**config.mk**
```make
export PLATFORM = sky130hd
export DESIGN_NAME = gpio_port_flat
export DESIGN_NICKNAME = d
export VERILOG_FILES = /design/src/rtl/gpio_if.sv /design/src/rtl/gpio_port.sv /design/src/flat_wrapper.sv
export SDC_FILE = /design/constraint.sdc
export NUM_CORES = 1
export LEC_CHECK = 0
export ABC_AREA = 1
export CAP_MARGIN = 0
export CORE_ASPECT_RATIO = 0.7
export CORE_MARGIN = 2
export CORE_UTILIZATION = 40
export DETAILED_ROUTE_END_ITERATION = 16
export PLACE_DENSITY = 0.77
export SLEW_MARGIN = 20
export SYNTH_ARGS = -nofsm -noshare
export SYNTH_HDL_FRONTEND = slang
export SYNTH_SLANG_ARGS = --single-unit
```
**constraint.sdc**
```tcl
create_clock -name clk -period 1 [get_ports clk]
set_clock_uncertainty 0.05 [all_clocks]
set_input_delay 0.1 -clock clk [delete_from_list [all_inputs] [get_ports clk]]
set_output_delay 0.1 -clock clk [all_outputs]
set_load 0.01 [all_outputs]
```
**src/rtl/gpio_if.sv**
```systemverilog
// Register-file and pad signal bundle for the GPIO pad stage.
// The slave side is the gpio_port; the master side is the register file and pads.
interface gpio_if;
    logic [15:0] rf_gpio_datareg;
    logic [15:0] rf_gpio_tristate;
    logic [15:0] rf_gpio_interrupt_mask;
    logic [15:0] intr_clear;
    logic [15:0] gpio_in;
    logic [15:0] gpio_out;
    logic [15:0] gpio_oe;
    logic [15:0] ro_gpio_pinstate;
    logic [15:0] gpio_intr_pending;
    logic        gpio_irq;

    modport slave (
        input  rf_gpio_datareg,
        input  rf_gpio_tristate,
        input  rf_gpio_interrupt_mask,
        input  intr_clear,
        input  gpio_in,
        output gpio_out,
        output gpio_oe,
        output ro_gpio_pinstate,
        output gpio_intr_pending,
        output gpio_irq
    );

    modport master (
        output rf_gpio_datareg,
        output rf_gpio_tristate,
        output rf_gpio_interrupt_mask,
        output intr_clear,
        output gpio_in,
        input  gpio_out,
        input  gpio_oe,
        input  ro_gpio_pinstate,
        input  gpio_intr_pending,
        input  gpio_irq
    );
endinterface

```
**src/rtl/gpio_port.sv**
```systemverilog
// GPIO pad stage: registered pad drive, synchronized inputs, sticky edge pending, irq.
// Define GPIO_DEBOUNCE_EN to add a per-pin debounce filter of DEBOUNCE_CYCLES.
module gpio_port #(
    parameter int unsigned DEBOUNCE_CYCLES = 4
) (
    input logic   clk,
    input logic   reset,
    gpio_if.slave bus
);
    logic [15:0] s1;
    logic [15:0] s2;
    logic [15:0] f;
    logic [15:0] f_prev;
    logic [15:0] edge_evt;
    logic [15:0] pending;
    logic [15:0] out_q;
    logic [15:0] oe_q;
    logic        irq_q;

    always_ff @(posedge clk) begin
        if (reset) begin
            out_q <= '0;
            oe_q  <= '0;
        end else begin
            out_q <= bus.rf_gpio_datareg;
            oe_q  <= ~bus.rf_gpio_tristate;
        end
    end

    always_ff @(posedge clk) begin
        if (reset) begin
            s1 <= '0;
            s2 <= '0;
        end else begin
            s1 <= bus.gpio_in;
            s2 <= s1;
        end
    end

`ifdef GPIO_DEBOUNCE_EN
    localparam logic [7:0] LIMIT = 8'(DEBOUNCE_CYCLES - 1);

    logic [7:0] cnt [16];

    // The counter counts edges already spent disagreeing; the last one commits.
    always_ff @(posedge clk) begin
        if (reset) begin
            f <= '0;
            for (int i = 0; i < 16; i++) begin
                cnt[i] <= '0;
            end
        end else begin
            for (int i = 0; i < 16; i++) begin
                if (s2[i] == f[i]) begin
                    cnt[i] <= '0;
                end else if (cnt[i] == LIMIT) begin
                    f[i]   <= s2[i];
                    cnt[i] <= '0;
                end else begin
                    cnt[i] <= cnt[i] + 8'd1;
                end
            end
        end
    end
`else
    assign f = s2;
`endif

    assign edge_evt = f ^ f_prev;

    // A same-cycle set beats the clear so an edge is never dropped.
    always_ff @(posedge clk) begin
        if (reset) begin
            f_prev  <= '0;
            pending <= '0;
            irq_q   <= 1'b0;
        end else begin
            f_prev  <= f;
            pending <= (pending & ~bus.intr_clear)
                     | (edge_evt & bus.rf_gpio_interrupt_mask);
            irq_q   <= |(pending & bus.rf_gpio_interrupt_mask);
        end
    end

    assign bus.gpio_out          = out_q;
    assign bus.gpio_oe           = oe_q;
    assign bus.ro_gpio_pinstate  = f;
    assign bus.gpio_intr_pending = pending;
    assign bus.gpio_irq          = irq_q;
endmodule

```
**src/flat_wrapper.sv**
```systemverilog
// flat-port wrapper written by rule: the top's interface ports become plain ports
module gpio_port_flat 
#(
    parameter int unsigned DEBOUNCE_CYCLES = 4
)
  (clk, reset, bus_rf_gpio_datareg, bus_rf_gpio_tristate, bus_rf_gpio_interrupt_mask, bus_intr_clear, bus_gpio_in, bus_gpio_out, bus_gpio_oe, bus_ro_gpio_pinstate, bus_gpio_intr_pending, bus_gpio_irq);
  gpio_if bus_i ();
  input logic clk;
  input logic reset;
  input wire logic [$bits(bus_i.rf_gpio_datareg)-1:0] bus_rf_gpio_datareg;
  input wire logic [$bits(bus_i.rf_gpio_tristate)-1:0] bus_rf_gpio_tristate;
  input wire logic [$bits(bus_i.rf_gpio_interrupt_mask)-1:0] bus_rf_gpio_interrupt_mask;
  input wire logic [$bits(bus_i.intr_clear)-1:0] bus_intr_clear;
  input wire logic [$bits(bus_i.gpio_in)-1:0] bus_gpio_in;
  output wire logic [$bits(bus_i.gpio_out)-1:0] bus_gpio_out;
  output wire logic [$bits(bus_i.gpio_oe)-1:0] bus_gpio_oe;
  output wire logic [$bits(bus_i.ro_gpio_pinstate)-1:0] bus_ro_gpio_pinstate;
  output wire logic [$bits(bus_i.gpio_intr_pending)-1:0] bus_gpio_intr_pending;
  output wire logic [$bits(bus_i.gpio_irq)-1:0] bus_gpio_irq;
  assign bus_i.rf_gpio_datareg = bus_rf_gpio_datareg;
  assign bus_i.rf_gpio_tristate = bus_rf_gpio_tristate;
  assign bus_i.rf_gpio_interrupt_mask = bus_rf_gpio_interrupt_mask;
  assign bus_i.intr_clear = bus_intr_clear;
  assign bus_i.gpio_in = bus_gpio_in;
  assign bus_gpio_out = bus_i.gpio_out;
  assign bus_gpio_oe = bus_i.gpio_oe;
  assign bus_ro_gpio_pinstate = bus_i.ro_gpio_pinstate;
  assign bus_gpio_intr_pending = bus_i.gpio_intr_pending;
  assign bus_gpio_irq = bus_i.gpio_irq;
  gpio_port #(.DEBOUNCE_CYCLES(DEBOUNCE_CYCLES)) u_core (.clk(clk), .reset(reset), .bus(bus_i));
endmodule
```
### Word level (Yosys, flattened, before mapping)

Index checks and enable logic that the tools add are counted.
Widths: inputs -> output; s select.

* bitwise logic cells: 7
* reduce and logical (&&, ||, !) cells: 1

Operators with widths (count)
* $and 16x16->16: 3
* $not 16->16: 2
* $or 16x16->16: 1
* $reduce_or 16->1: 1
* $xor 16x16->16: 1

* bits in registers: 97
* bits of input ports: 82
* output and inout bits: 65
* logic and storage cells: 15

### Depth between registers and ports, before layout

Gate-level depths: netlist of run 1.

* depth in word-level cells: 3
* depth in mapped cells: 6
* mapped depth without buffers: 6

### Worst setup path before layout of run 1

Ideal clock, no wire load.

* path kind: reg-to-reg
* start: register u_core.pending[8] (netlist: u_core.bus.gpio_intr_pending[8])
* end: register u_core.irq_q (netlist: u_core.bus.gpio_irq)
* setup time: 0.117 ns
* arrival time: 0.690 ns
* data required time: 0.833 ns
* setup slack: 0.143 ns
* stages on the path, launching flop included: 7
* buffers on the path: 0
* period minus slack after synthesis: 0.857 ns
* cell sequence: dfxtp_1 -> nand2_1 -> nand2_1 -> nor2_1 -> nand2_1 -> nor2_1 -> nor2_1

* word-level cells in the longest chain between the ends: 2

Ends and longest elaborated chain
* from (decl): RTL line gpio_port.sv:15 `logic [15:0] pending;`
* from (signal assigned): RTL line gpio_port.sv:79 `pending <= (pending & ~bus.intr_clear)`
* $and 16x16->16: RTL line gpio_port.sv:81 `irq_q <= |(pending & bus.rf_gpio_interrupt_mask);`
* $reduce_or 16->1: RTL line gpio_port.sv:81
* to (signal assigned): RTL line gpio_port.sv:81
* to (decl): RTL line gpio_port.sv:18 `logic irq_q;`

No other way between the ends.
A chain may end at the register's enable or synchronous reset.

### Worst setup path in the final report of run 1

* start: input port reset
* end: register u_core.s1[6]

RTL lines
* from (decl): RTL line flat_wrapper.sv:9 `input logic reset;`
* to (signal assigned): RTL line gpio_port.sv:35 `s1 <= bus.gpio_in;`
* to (decl): RTL line gpio_port.sv:10 `logic [15:0] s1;`

No word-level cell between the ends.

==> results.toml, run 1 <==
[run_status]
outcome = "finished clean"

[global_routing]
first_global_vias = 2554
grtUsageTotal_pct = 17.4
grt-ovfl-total = 0
grt_max_degree = 36
grt_pass1_wl_mm = 11.4
antenna_found_initial = 0

[floorplanning]
rows = 26
die_h_um = 77.5
ioPinCount = 147
initial_core_util_pct = 41.8
core_area_sq_mm = 0.00738
dieWidth_um = 109
die-area_sq_mm = 0.00845

[logic_synthesis]
syn_avg_cell_area_sq_um = 8.49
synth_cell_types = 8
syn_area_sq_mm = 0.00309
synth_top_cell_area_share_pct = 62.9
yosysTopAreaCell = "dfxtp_1"
ys_ff_latch = 97
ys_warn_count = 0
syn_nets = 446
synth_area_leaders = "dfxtp_1 63%, nor2_1 10%, inv_1 9.7%"
yosysSeqAreaShare_pct = 62.9
syn_inst = 364

[drt]
wl_per_cell_um = 11.4
drc_errors = 0
drt_iter0_drc = 84
ant_nets = 0
dr.pass1.iters = 4
dr_wl_met2_mm = 3.41
topRoutingLayerUsed = "met4"
vias = 2600
wl_mm = 7.27
wl_met3_um = 685
wl_met1_mm = 3.10
drt-vias-per-instance = 4.07

[timing]
period_minus_slack_ns = 0.976
slew_violations = 0
relSlewSlack_pct = 85.9
rsz0062_at_grt = "yes"
worst_pin_slew_ns = 0.212
setup_viol = 0
hold_viol_final = 0
final.period_utilization_pct = 97.6
fmaxAchievable_mhz = 1020

[min_path]
hold_class = "input port to flop"

[setup_path]
critPathSlowestCell = "dlygate4sd3_1"
endpoint_kind = "flop"
path_cells = "dlygate4sd3_1, buf_4, buf_4, nor2_1"
crit_type = "input port to flop"
start_kind = "input port"
worst-path-max-fanout = 13
critPathTopFamily = "buffers and inverters"
cp_common_cell = "buf_4"
critical_path_required_ns = 1.21
max_stage_delay_ns = 0.54
cp_data_arrival_time_ns = 1.19
cp_num_buf_inv = 3

[clock_tree]
clock_latency_ns = 0.34
clock_sinks = 97
cts.htree.levels = 3
tritoncts = "yes"
clk_pin_slew_ns = 0.09
cts_buffer_depth = 2
cts_made_buffers = 9
cts_root_buffer = "clkbuf_8"

[finish]
fin_nets = 618
antenna_cells = 0
drive_above_1_share_pct = 29.6
fill_cells = 608
area_delta_synth_final_pct = 62.2
final_core_util_pct = 67.9

[power_and_ir_drop]
power_density_mw_per_mm2 = 1460
vdd.ir_drop.worst_mv = 0.800
p_leak_nw = 2.48
power_mw = 7.29

[placed_design]
dp_hpwl_mm = 5.36
place.gp.congestion = 0.749
port-buffer-count = 146

[flow_run]
cap_viol_max_count = 0
==> flip-flops by register name, summed over array words and instances, names as in the netlist <==
| register | flops |
|---|---|
| u_core.bus.gpio_oe | 16 |
| u_core.bus.ro_gpio_pinstate | 16 |
| u_core.bus.gpio_intr_pending | 16 |
| u_core.bus.gpio_irq | 1 |
| u_core.s1 | 16 |
| u_core.f_prev | 16 |
| u_core.bus.gpio_out | 16 |
==> Yosys cell counts <==
cell type,count
nand2_1,58
inv_1,80
dfxtp_1,97
nor2_1,86
xor2_1,16
a21oi_1,16
buf_2,6
buf_6,5
==> tightest hold or removal path, delay by kind of cell <==
kind	cells	cell delay [ns]
buffers and inverters	2	0.44
AND/OR/NAND/NOR	1	0.03
==> layout make-up <==
type / count / area, sq um / share of cell area [%]
Clock inverter: 6 / 43.8 / 0.874
Clock buffer: 10 / 128 / 2.55
Inverter: 80 / 300 / 5.99
Timing Repair Buffer: 172 / 1590 / 31.7
Multi-Input combinational cell: 176 / 835 / 16.7
Sequential cell: 97 / 1990 / 39.8
Tap cell: 98 / 123 / 2.45
==> layout by cell type, fill, tap and decap left out, drive strengths merged <==
| cell | n |
|---|---|
| nand2 | 58 |
| clkinvlp | 1 |
| clkdlybuf4s50 | 80 |
| dlygate4sd3 | 1 |
| a21oi | 16 |
| clkbuf | 11 |
| buf | 90 |
| dfxtp | 97 |
| xor2 | 16 |
| nor2 | 86 |
| clkinv | 4 |
| inv | 81 |
==> per-layer routing <==
metal	global-route usage (%)	up-vias
li1	-	1365
met1	20.0	1113
met2	29.3	114
met3	7.14	8
met4	5.51	0
met5	0	-
==> repair_timing <==
item / CTS / global route
endpoints found under the hold margin: 8 / 0
buffers inserted: 6 / 0
pin swaps: 11 / 4
gates cloned: 0 / 1
resized for setup: 298 / 55
endpoints found under the setup margin: 66 / 45
hold buffers: 1 / 0
==> power breakdown <==
part           internal (mW)  switching (mW)
sequential              4.05          0.0779
combinational          0.590           0.379
clock                  0.914            1.29
==> cell families (layout without fill, tap and decap cells) <==
group           Yosys count  in the layout  synth area share (%)
flops                    97             97                  62.9
simple gates            144            144                  17.5
buf+inv                  91            268                  12.5
compound gates           16             16                  2.59
xor+xnor                 16             16                  4.54
==> path summary, 6_finish.rpt <==
check,startpoint,to,slack (ns),cells after the start
setup reg to reg,u_core.bus.gpio_intr_pending[5],u_core.bus.gpio_irq,0.04,7
hold reg to reg,u_core.s1[6],u_core.bus.ro_gpio_pinstate[6],0.35,2
setup / recovery,reset,u_core.s1[6],0.02,4
hold / removal,bus_rf_gpio_datareg[1],u_core.bus.gpio_out[1],0.21,3
==> stage by stage <==
step           cells  setup slack, ns  cell area, sq um  setup TNS [ns]  hold WS (ns)
2_1_floorplan    364            0.143              3090               0         0.117
3_3_place_gp     622           -0.196              4810          -0.749         0.340
3_5_place_dp     622           -0.194              4810          -0.981         0.346
4_1_cts          638          0.00228              4740               0         0.185
5_1_grt          639          -0.0492              5010          -0.253         0.189
6_report         639           0.0237              5010               0         0.206
Power figures use the tool's default switching activity.
==> run 2, diff against run 1 <==
CORE_ASPECT_RATIO = 2   (was 0.7)
RECOVER_POWER = 25   (was unset)
==> run 2 against run 1 <==
  * Global-route usage grew 0.47 points
  * Cell count down 1.6%
  * Register-to-register slack better by 0.04 ns
  * Die area up 0.37%
  * Sequential power about the same
  * Total power rose by 18%
  * Wire length is 1.3% higher
  * Largest power group unchanged
==> results.toml, run 2 (same netlist as run 1, synthesis figures left out) <==
[power_and_ir_drop]
p_leak_nw = 2.47
vdd.ir_drop.worst_mv = 1.42
power_density_mw_per_mm2 = 1790

[clock_tree]
cts.htree.levels = 3
hold_buffers = 0
clock_latency_ns = 0.34
cts_buffer_depth = 2
cts_made_buffers = 9
tritoncts = "yes"
clock_sinks = 97
clk_pin_slew_ns = 0.06
cts_root_buffer = "clkbuf_16"

[timing]
rsz0062_at_grt = "yes"
hold_viol_final = 0
period_minus_slack_ns = 0.971
final.period_utilization_pct = 97.1
relSlewSlack_pct = 64.9
fin_tns_setup_ns = 0
worst_pin_slew_ns = 0.526
setup_viol = 0
fmaxAchievable_mhz = 1030
slew_violations = 0

[floorplanning]
rows = 45
die_h_um = 128
ioPinCount = 147
core_area_sq_mm = 0.00754
initial_core_util_pct = 40.9
dieWidth_um = 66.1
die-area_sq_mm = 0.00848

[global_routing]
grt_pass1_wl_mm = 11.0
grtUsageTotal_pct = 17.9
first_global_vias = 2350
grt-ovfl-total = 0
grt_max_degree = 31
antenna_found_initial = 0

[setup_path]
crit_type = "flop to output port"
cp_num_buf_inv = 1
r2r_start = "u_core.bus.gpio_intr_pending[14]"
max_stage_delay_ns = 0.34
worst-path-max-fanout = 3
start_kind = "flop"
critPathSlowestCell = "dfxtp_1"
critPathTopFamily = "flip-flops"
cp_data_arrival_time_ns = 0.82
endpoint_kind = "output port"
crit_start = "u_core.bus.gpio_intr_pending[7]"
critical_path_required_ns = 0.85
path_cells = "buf_2"

[finish]
area_delta_synth_final_pct = 55.1
fin_nets = 612
final_core_util_pct = 63.5
design_area_sq_mm = 0.00479
final_cell_mix = "85 x nor2_1, 80 x inv_1, 78 x dfxtp_1"
final_common_cell = "nor2_1"
antenna_cells = 0
fill_cells = 667
drive_above_1_share_pct = 23.2

[placed_design]
dp_hpwl_mm = 5.67
placed_area_sq_mm = 0.00475
port-buffer-count = 146
place.gp.congestion = 0.821

[run_status]
outcome = "finished clean"

[min_path]
holdCritStartpoint = "reset"
hold_class = "input port to flop"

[drt]
dr.pass1.iters = 4
drt_iter0_drc = 149
drt-vias-per-instance = 4.07
vias = 2557
drc_errors = 0
ant_nets = 0
wl_mm = 7.36
wl_per_cell_um = 11.7

[flow_run]
cap_viol_max_count = 0
-- run 2: what timing repair did --
item / in CTS / in global routing
endpoints found under the setup margin: 65 / 10
gates resized for setup: 277 / 11
pin swaps: 0 / 6
endpoints found under the hold margin: 0 / 0
cloned: 0 / 0
buffers inserted: 0 / 0
-- run 2: per-stage QoR --
step / total power, mW / instances / worst slack [ns] / hold slack [ns]
after global routing: 8.90 / 629 / -0.00456 / 0.160
after floorplan: 4.50 / 364 / 0.143 / 0.117
after detailed placement: 5.17 / 613 / -0.189 / 0.343
after global placement: 5.15 / 613 / -0.193 / 0.339
final: 8.59 / 629 / 0.0286 / 0.111
after CTS: 8.69 / 629 / 0.000335 / 0.0204
-- run 2: metal layers --
metal,vias to the layer above,part of all wire [%],track usage [%]
li1,1356,-,-
met1,1116,34,16.9
met2,71,57,32.9
met3,14,5.4,5.18
met4,0,3.1,9.72
met5,-,0,0
-- run 2: where the power goes --
group / switching [mW] / internal [mW] / leakage [nW]
clock: 1.35 / 2.28 / 0.162
combinational: 0.358 / 0.490 / 1.50
sequential: 0.0616 / 4.05 / 0.809
-- run 2: final cells by class --
| cell class | count | area [sq um] | share of cell area, % |
|---|---|---|---|
| Clock buffer | 15 | 298 | 6.21 |
| Clock inverter | 1 | 30.0 | 0.627 |
| Inverter | 80 | 300 | 6.27 |
| Multi-Input combinational cell | 176 | 778 | 16.2 |
| Sequential cell | 97 | 1970 | 41.0 |
| Tap cell | 94 | 118 | 2.45 |
| Timing Repair Buffer | 166 | 1300 | 27.2 |
-- run 2: path summary, 6_finish.rpt --
| path | to | slack [ns] | depth (start not counted) |
|---|---|---|---|
| worst max-delay path | bus_gpio_intr_pending[7] | 0.03 | 1 |
| worst min-delay path | u_core.bus.gpio_intr_pending[4] | 0.11 | 2 |
| worst max register to register | u_core.bus.gpio_irq | 0.08 | 6 |
| worst min register to register | u_core.bus.ro_gpio_pinstate[2] | 0.35 | 2 |
